==> src/rtl/beam_pattern_gen.sv <==
// Beam-input pattern transmitter: bursts of {pre-gap, pulse, post-gap} frames with a qualified-frame flag.
// Optional single-cycle post-gap glitch injection enabled by defining BEAM_GEN_GLITCH_EN.
module beam_pattern_gen #(
  parameter int CNT_W    = 8,
  parameter int BURST_W  = 8,
  parameter int MIN_PRE  = 12,
  parameter int MIN_POST = 12
) (
  input  logic               clk,
  input  logic               reset_n,
  input  logic               start,
  input  logic               abort,
  input  logic [CNT_W-1:0]   pre_gap,
  input  logic [CNT_W-1:0]   pulse_len,
  input  logic [CNT_W-1:0]   post_gap,
  input  logic [BURST_W-1:0] burst_cnt,
  input  logic [CNT_W-1:0]   glitch_at,
  output logic               o_beam,
  output logic               busy,
  output logic               done,
  output logic               expect_trig,
  output logic [BURST_W-1:0] frame_idx
);

  typedef enum logic [2:0] {S_IDLE, S_PRE, S_PULSE, S_POST, S_DONE} state_t;

  state_t             state_q, state_d;
  logic [CNT_W-1:0]   cnt_q, cnt_d;
  logic [CNT_W-1:0]   pre_q, pre_d, pulse_q, pulse_d, post_q, post_d;
  logic [BURST_W-1:0] burst_q, burst_d, frame_idx_q, frame_idx_d;
  logic               o_beam_q, o_beam_d, busy_q, busy_d, done_q, done_d;
  logic               trig_q, trig_d;
  logic               frame_end, qual_d, glitch_hi;

`ifdef BEAM_GEN_GLITCH_EN
  logic [CNT_W-1:0]   glitch_q, glitch_d;
  logic               glitch_hit_d;
`else
  logic               unused_glitch;
  assign unused_glitch = ^glitch_at;
`endif

  always_comb begin
    state_d     = state_q;
    cnt_d       = cnt_q;
    pre_d       = pre_q;
    pulse_d     = pulse_q;
    post_d      = post_q;
    burst_d     = burst_q;
    frame_idx_d = frame_idx_q;
    frame_end   = 1'b0;
    glitch_hi   = 1'b0;
`ifdef BEAM_GEN_GLITCH_EN
    glitch_d    = glitch_q;
`endif

    case (state_q)
      S_IDLE: if (start) begin
        pre_d       = pre_gap;
        pulse_d     = (pulse_len == '0) ? CNT_W'(1) : pulse_len;
        post_d      = post_gap;
        burst_d     = (burst_cnt == '0) ? BURST_W'(1) : burst_cnt;
`ifdef BEAM_GEN_GLITCH_EN
        glitch_d    = glitch_at;
`endif
        cnt_d       = '0;
        frame_idx_d = '0;
        state_d     = (pre_gap == '0) ? S_PULSE : S_PRE;
      end
      S_PRE: begin
        if (cnt_q == pre_q - CNT_W'(1)) begin
          cnt_d   = '0;
          state_d = S_PULSE;
        end else begin
          cnt_d = cnt_q + CNT_W'(1);
        end
      end
      S_PULSE: begin
        if (cnt_q == pulse_q - CNT_W'(1)) begin
          cnt_d = '0;
          if (post_q == '0) frame_end = 1'b1;
          else              state_d   = S_POST;
        end else begin
          cnt_d = cnt_q + CNT_W'(1);
        end
      end
      S_POST: begin
`ifdef BEAM_GEN_GLITCH_EN
        glitch_hi = (glitch_q != '0) && (cnt_q == glitch_q);
`endif
        if (cnt_q == post_q - CNT_W'(1)) begin
          cnt_d     = '0;
          frame_end = 1'b1;
        end else begin
          cnt_d = cnt_q + CNT_W'(1);
        end
      end
      S_DONE: begin
        state_d     = S_IDLE;
        frame_idx_d = '0;
      end
      default: state_d = S_IDLE;
    endcase

    // Widened compare so burst_cnt = 2^BURST_W-1 still terminates cleanly.
    if (frame_end) begin
      if (({1'b0, frame_idx_q} + (BURST_W+1)'(1)) < {1'b0, burst_q}) begin
        frame_idx_d = frame_idx_q + BURST_W'(1);
        state_d     = (pre_q == '0) ? S_PULSE : S_PRE;
      end else begin
        state_d = S_DONE;
      end
    end

    qual_d = (pre_d >= CNT_W'(MIN_PRE)) && (post_d >= CNT_W'(MIN_POST));
`ifdef BEAM_GEN_GLITCH_EN
    glitch_hit_d = (glitch_d != '0) && (glitch_d < post_d);
    qual_d       = qual_d && !glitch_hit_d;
`endif

    if (abort) begin
      state_d     = S_IDLE;
      cnt_d       = '0;
      frame_idx_d = '0;
    end

    busy_d = (state_d == S_PRE) || (state_d == S_PULSE) || (state_d == S_POST);
    done_d = (state_d == S_DONE);
    // Flag lands on the final cycle of the frame, which is the last PULSE cycle when post-gap is empty.
    trig_d = qual_d &&
             (((state_d == S_POST) && (cnt_d == post_d - CNT_W'(1))) ||
              ((state_d == S_PULSE) && (post_d == '0) && (cnt_d == pulse_d - CNT_W'(1))));
    o_beam_d = !abort && ((state_q == S_PULSE) || glitch_hi);
  end

  always_ff @(posedge clk) begin
    if (!reset_n) begin
      state_q     <= S_IDLE;
      cnt_q       <= '0;
      pre_q       <= '0;
      pulse_q     <= '0;
      post_q      <= '0;
      burst_q     <= '0;
      frame_idx_q <= '0;
      o_beam_q    <= 1'b0;
      busy_q      <= 1'b0;
      done_q      <= 1'b0;
      trig_q      <= 1'b0;
`ifdef BEAM_GEN_GLITCH_EN
      glitch_q    <= '0;
`endif
    end else begin
      state_q     <= state_d;
      cnt_q       <= cnt_d;
      pre_q       <= pre_d;
      pulse_q     <= pulse_d;
      post_q      <= post_d;
      burst_q     <= burst_d;
      frame_idx_q <= frame_idx_d;
      o_beam_q    <= o_beam_d;
      busy_q      <= busy_d;
      done_q      <= done_d;
      trig_q      <= trig_d;
`ifdef BEAM_GEN_GLITCH_EN
      glitch_q    <= glitch_d;
`endif
    end
  end

  assign o_beam      = o_beam_q;
  assign busy        = busy_q;
  assign done        = done_q;
  assign expect_trig = trig_q;
  assign frame_idx   = frame_idx_q;

endmodule

==> config.mk <==
export PLATFORM = sky130hd
export DESIGN_NAME = beam_pattern_gen
export DESIGN_NICKNAME = d
export VERILOG_FILES = /design/src/rtl/beam_pattern_gen.sv
export SDC_FILE = /design/constraint.sdc
export NUM_CORES = 1
export LEC_CHECK = 0
export ABC_AREA = 1
export CAP_MARGIN = 20
export CORE_MARGIN = 2
export CORE_UTILIZATION = 50
export DETAILED_ROUTE_END_ITERATION = 8
export PLACE_DENSITY = 0.73
export SETUP_SLACK_MARGIN = 0.15
export SLEW_MARGIN = 40
export SYNTH_ARGS = -nofsm -noshare
export SYNTH_HDL_FRONTEND = slang
export SYNTH_SLANG_ARGS = --single-unit
==> constraint.sdc <==
create_clock -name clk -period 4.9 [get_ports clk]
set_clock_uncertainty 0.1 [all_clocks]
set_input_delay 1.47 -clock clk [delete_from_list [all_inputs] [get_ports clk]]
set_output_delay 1.47 -clock clk [all_outputs]
set_load 0.03 [all_outputs]
==> impl_metrics.json <==
{
  "status": "completed",
  "grt_overflow": 0,
  "initial_core_util": 0.516,
  "yosysTopAreaCellShare": 0.245,
  "period_needed_ps": 3940,
  "pre_cts_ws_ps": 638,
  "antenna_found_initial": 0,
  "drive_gt1_frac": 0.0506,
  "wl_per_cell_um": 14.4,
  "io_buffer_count": 47,
  "synth_flop_cell": "dfxtp_1",
  "via_per_inst": 5.37,
  "ys_seq_area_frac": 0.245,
  "grt_max_degree": 37,
  "die-area_mm2": 0.00978,
  "clock_path_buffers": 2,
  "post_cts_resized": 0,
  "gp_congestion": 0.906,
  "max_freq_ghz": 0.254,
  "synthTopCellsByArea": "dfxtp_1, nand2_1, nand3_1",
  "holdPathStages": 2,
  "areaGrowthSynthToFinish_pct": 13.7,
  "top_level_ports": 56,
  "synth_top_area_cell": "dfxtp_1",
  "min_period_over_period": 0.804,
  "hold_viol": 0,
  "clock_latency_ps": 320,
  "regToRegSetupSlack_ps": 1780,
  "max_cap_viol_count": 0,
  "syn_area_mm2": 0.00450,
  "row_count": 34,
  "nFillCells": 858,
  "seqCellArea_mm2": 0.00110,
  "worst_slew_margin_rel": 0.534,
  "ys_top_cells_by_count": "nand2_1, nor2_1, nand3_1",
  "globalRouteTotalUtil": 0.267,
  "dp_hpwl_um": 10000,
  "drt-initial-drc-count": 322,
  "syn-num-nets": 794,
  "cts_tree": "built",
  "cp_max_fo": 30,
  "async_reset_ff_frac": 0,
  "drt_wl_total_um": 12600,
  "yosysMostFrequentCell": "nand2_1",
  "hold_end": "burst_q[4]",
  "cts_made_buffers": 5,
  "critical_path_class": "in2reg",
  "r2r_cells": 20,
  "setup_viol": 0,
  "crit_path_end_kind": "flip-flop",
  "drcViolationCount": 0,
  "r2r_end": "expect_trig",
  "min_path_type": "reg2reg",
  "worstMarginPinSlew_ps": 696,
  "cts_root_buf": "clkbuf_8",
  "htree_levels": 2,
  "setup_tns_ps": 0,
  "cts.sinks": 55,
  "p_leak_nw": 2.50,
  "synth_cell_types": 43,
  "dieHeight_um": 98.9,
  "ys_warn_count": 0,
  "syn_inst": 733,
  "fin_nets": 831,
  "avgSynthCellArea_um2": 6.14,
  "worst_slack_ps": 959,
  "synth_edf_count": 0,
  "rsz0062_at_grt": "false",
  "hold_start": "burst_q[4]",
  "crit_arrival_ps": 4090,
  "n_antenna_cell": 0,
  "startpoint_type": "primary input",
  "dr.pass1.iters": 6,
  "yosys_register_bits": 55,
  "clkSlewWorstSetupHoldPaths_ps": 100,
  "power_density_mw_per_mm2": 222,
  "vias": 4716,
  "core-area_mm2": 0.00872,
  "total_power_w": 0.00114,
  "dieWidth_um": 98.9,
  "crit_required_ps": 5050,
  "worst_ir_drop_vdd_v": 0.000155,
  "grt_pass1_wl_um": 21100,
  "first_global_vias": 4410,
  "multiInputGateArea_mm2": 0.00295,
  "cts_setup_buffers": 0,
  "slew_violations": 0,
  "postRouteAntennaNets": 0,
  "worst_r2r_startpoint": "cnt_q[4]",
  "postCtsHoldBufs": 0
}
[worst max-delay path, cell delays in order]
cell	delay, ps
clkdlybuf4s50_1	670
nand2_8	210
clkinv_2	210
nand2_1	90
o21ai_2	230
ha_1	230
nand2_1	60
nor2_1	180
nand3_1	110
xnor2_1	160
xor2_1	170
nor2_1	100
nand2_1	70
a21oi_1	120
[sequential cells by signal, indices dropped and copies added (netlist names)]
signal / count
burst_q: 8
cnt_q: 8
frame_idx: 8
post_q: 8
pre_q: 8
pulse_q: 8
state_q: 3
busy: 1
done: 1
expect_trig: 1
o_beam: 1
[per-layer routing]
metal / vias up / GRT usage / wire length [µm]
li1: 2408 / - / -
met1: 2146 / 0.358 / 5700
met2: 143 / 0.457 / 5950
met3: 19 / 0.0234 / 709
met4: 0 / 0.0780 / 271
met5: - / 0 / 0
[worst max-delay path by stage]
| stage | start | endpoint | slack (ps) | cells past startpoint |
|---|---|---|---|---|
| 2_1_floorplan | start | expect_trig | 1800 | 13 |
| 3_3_place_gp | start | expect_trig | 660 | 14 |
| 3_5_place_dp | start | expect_trig | 640 | 14 |
| 4_1_cts | start | expect_trig | 950 | 14 |
| 5_1_grt | start | expect_trig | 700 | 14 |
| 6_report | start | expect_trig | 960 | 14 |
[cell usage in the layout, fill, tap and decap left out, types with 2 or more instances in the layout]
cell type,synthesis,layout
o21a_1,4,4
inv_1,79,79
a211oi_1,6,6
nand3_2,2,2
nand4_1,7,7
mux2i_1,4,4
nand3b_1,5,5
and3_1,3,3
a21oi_1,33,33
nor4_1,3,3
o21ai_1,3,3
o21ai_2,7,7
dfxtp_1,55,55
buf_4,1,2
nor3_1,5,5
ha_1,17,17
o21ai_0,19,19
clkdlybuf4s50_1,0,47
nand3_1,89,89
or2_1,3,3
nor2_2,5,5
clkbuf_8,0,5
inv_2,6,6
nand2_1,192,192
xnor2_1,11,11
nand2_2,2,2
clkinv_1,3,3
nor2_1,109,109
xor2_1,30,30
[final cells by class]
class	instances	share of cell area
Clock buffer	5	0.0135
Clock inverter	2	0.00734
Inverter	89	0.0655
Multi-Input combinational cell	570	0.577
Sequential cell	55	0.215
Tap cell	108	0.0264
Timing Repair Buffer	49	0.0949
[report_power, final]
group / switching (W) / internal [W]
Combinational: 0.000210 / 0.000133
Clock: 0.000157 / 0.000150
Sequential: 0.0000179 / 0.000469
[through the flow]
stage / std cells / util / hold WS [ps] / area [µm²]
finish: 878 / 0.587 / 376 / 5120
global route: 878 / 0.587 / 406 / 5120
CTS: 878 / 0.587 / 375 / 5120
detailed placement: 871 / 0.574 / 360 / 5010
global placement: 871 / 0.574 / 360 / 5010
floorplan: 733 / - / 335 / 4500
[kinds of logic (layout without fill, tap and decap cells)]
| kind of cell | after synthesis | in the layout | share of synthesized area |
|---|---|---|---|
| XOR/XNOR | 41 | 41 | 0.0798 |
| buffers and inverters | 108 | 145 | 0.0992 |
| AND/OR/NAND/NOR | 431 | 431 | 0.418 |
| AO/OA/AOI/OAI | 77 | 77 | 0.102 |
| multiplexers | 4 | 4 | 0.00890 |
| adder cells (fa/ha/maj) | 17 | 17 | 0.0473 |
| flip-flops | 55 | 55 | 0.245 |
(Power assumes the default switching activity.)
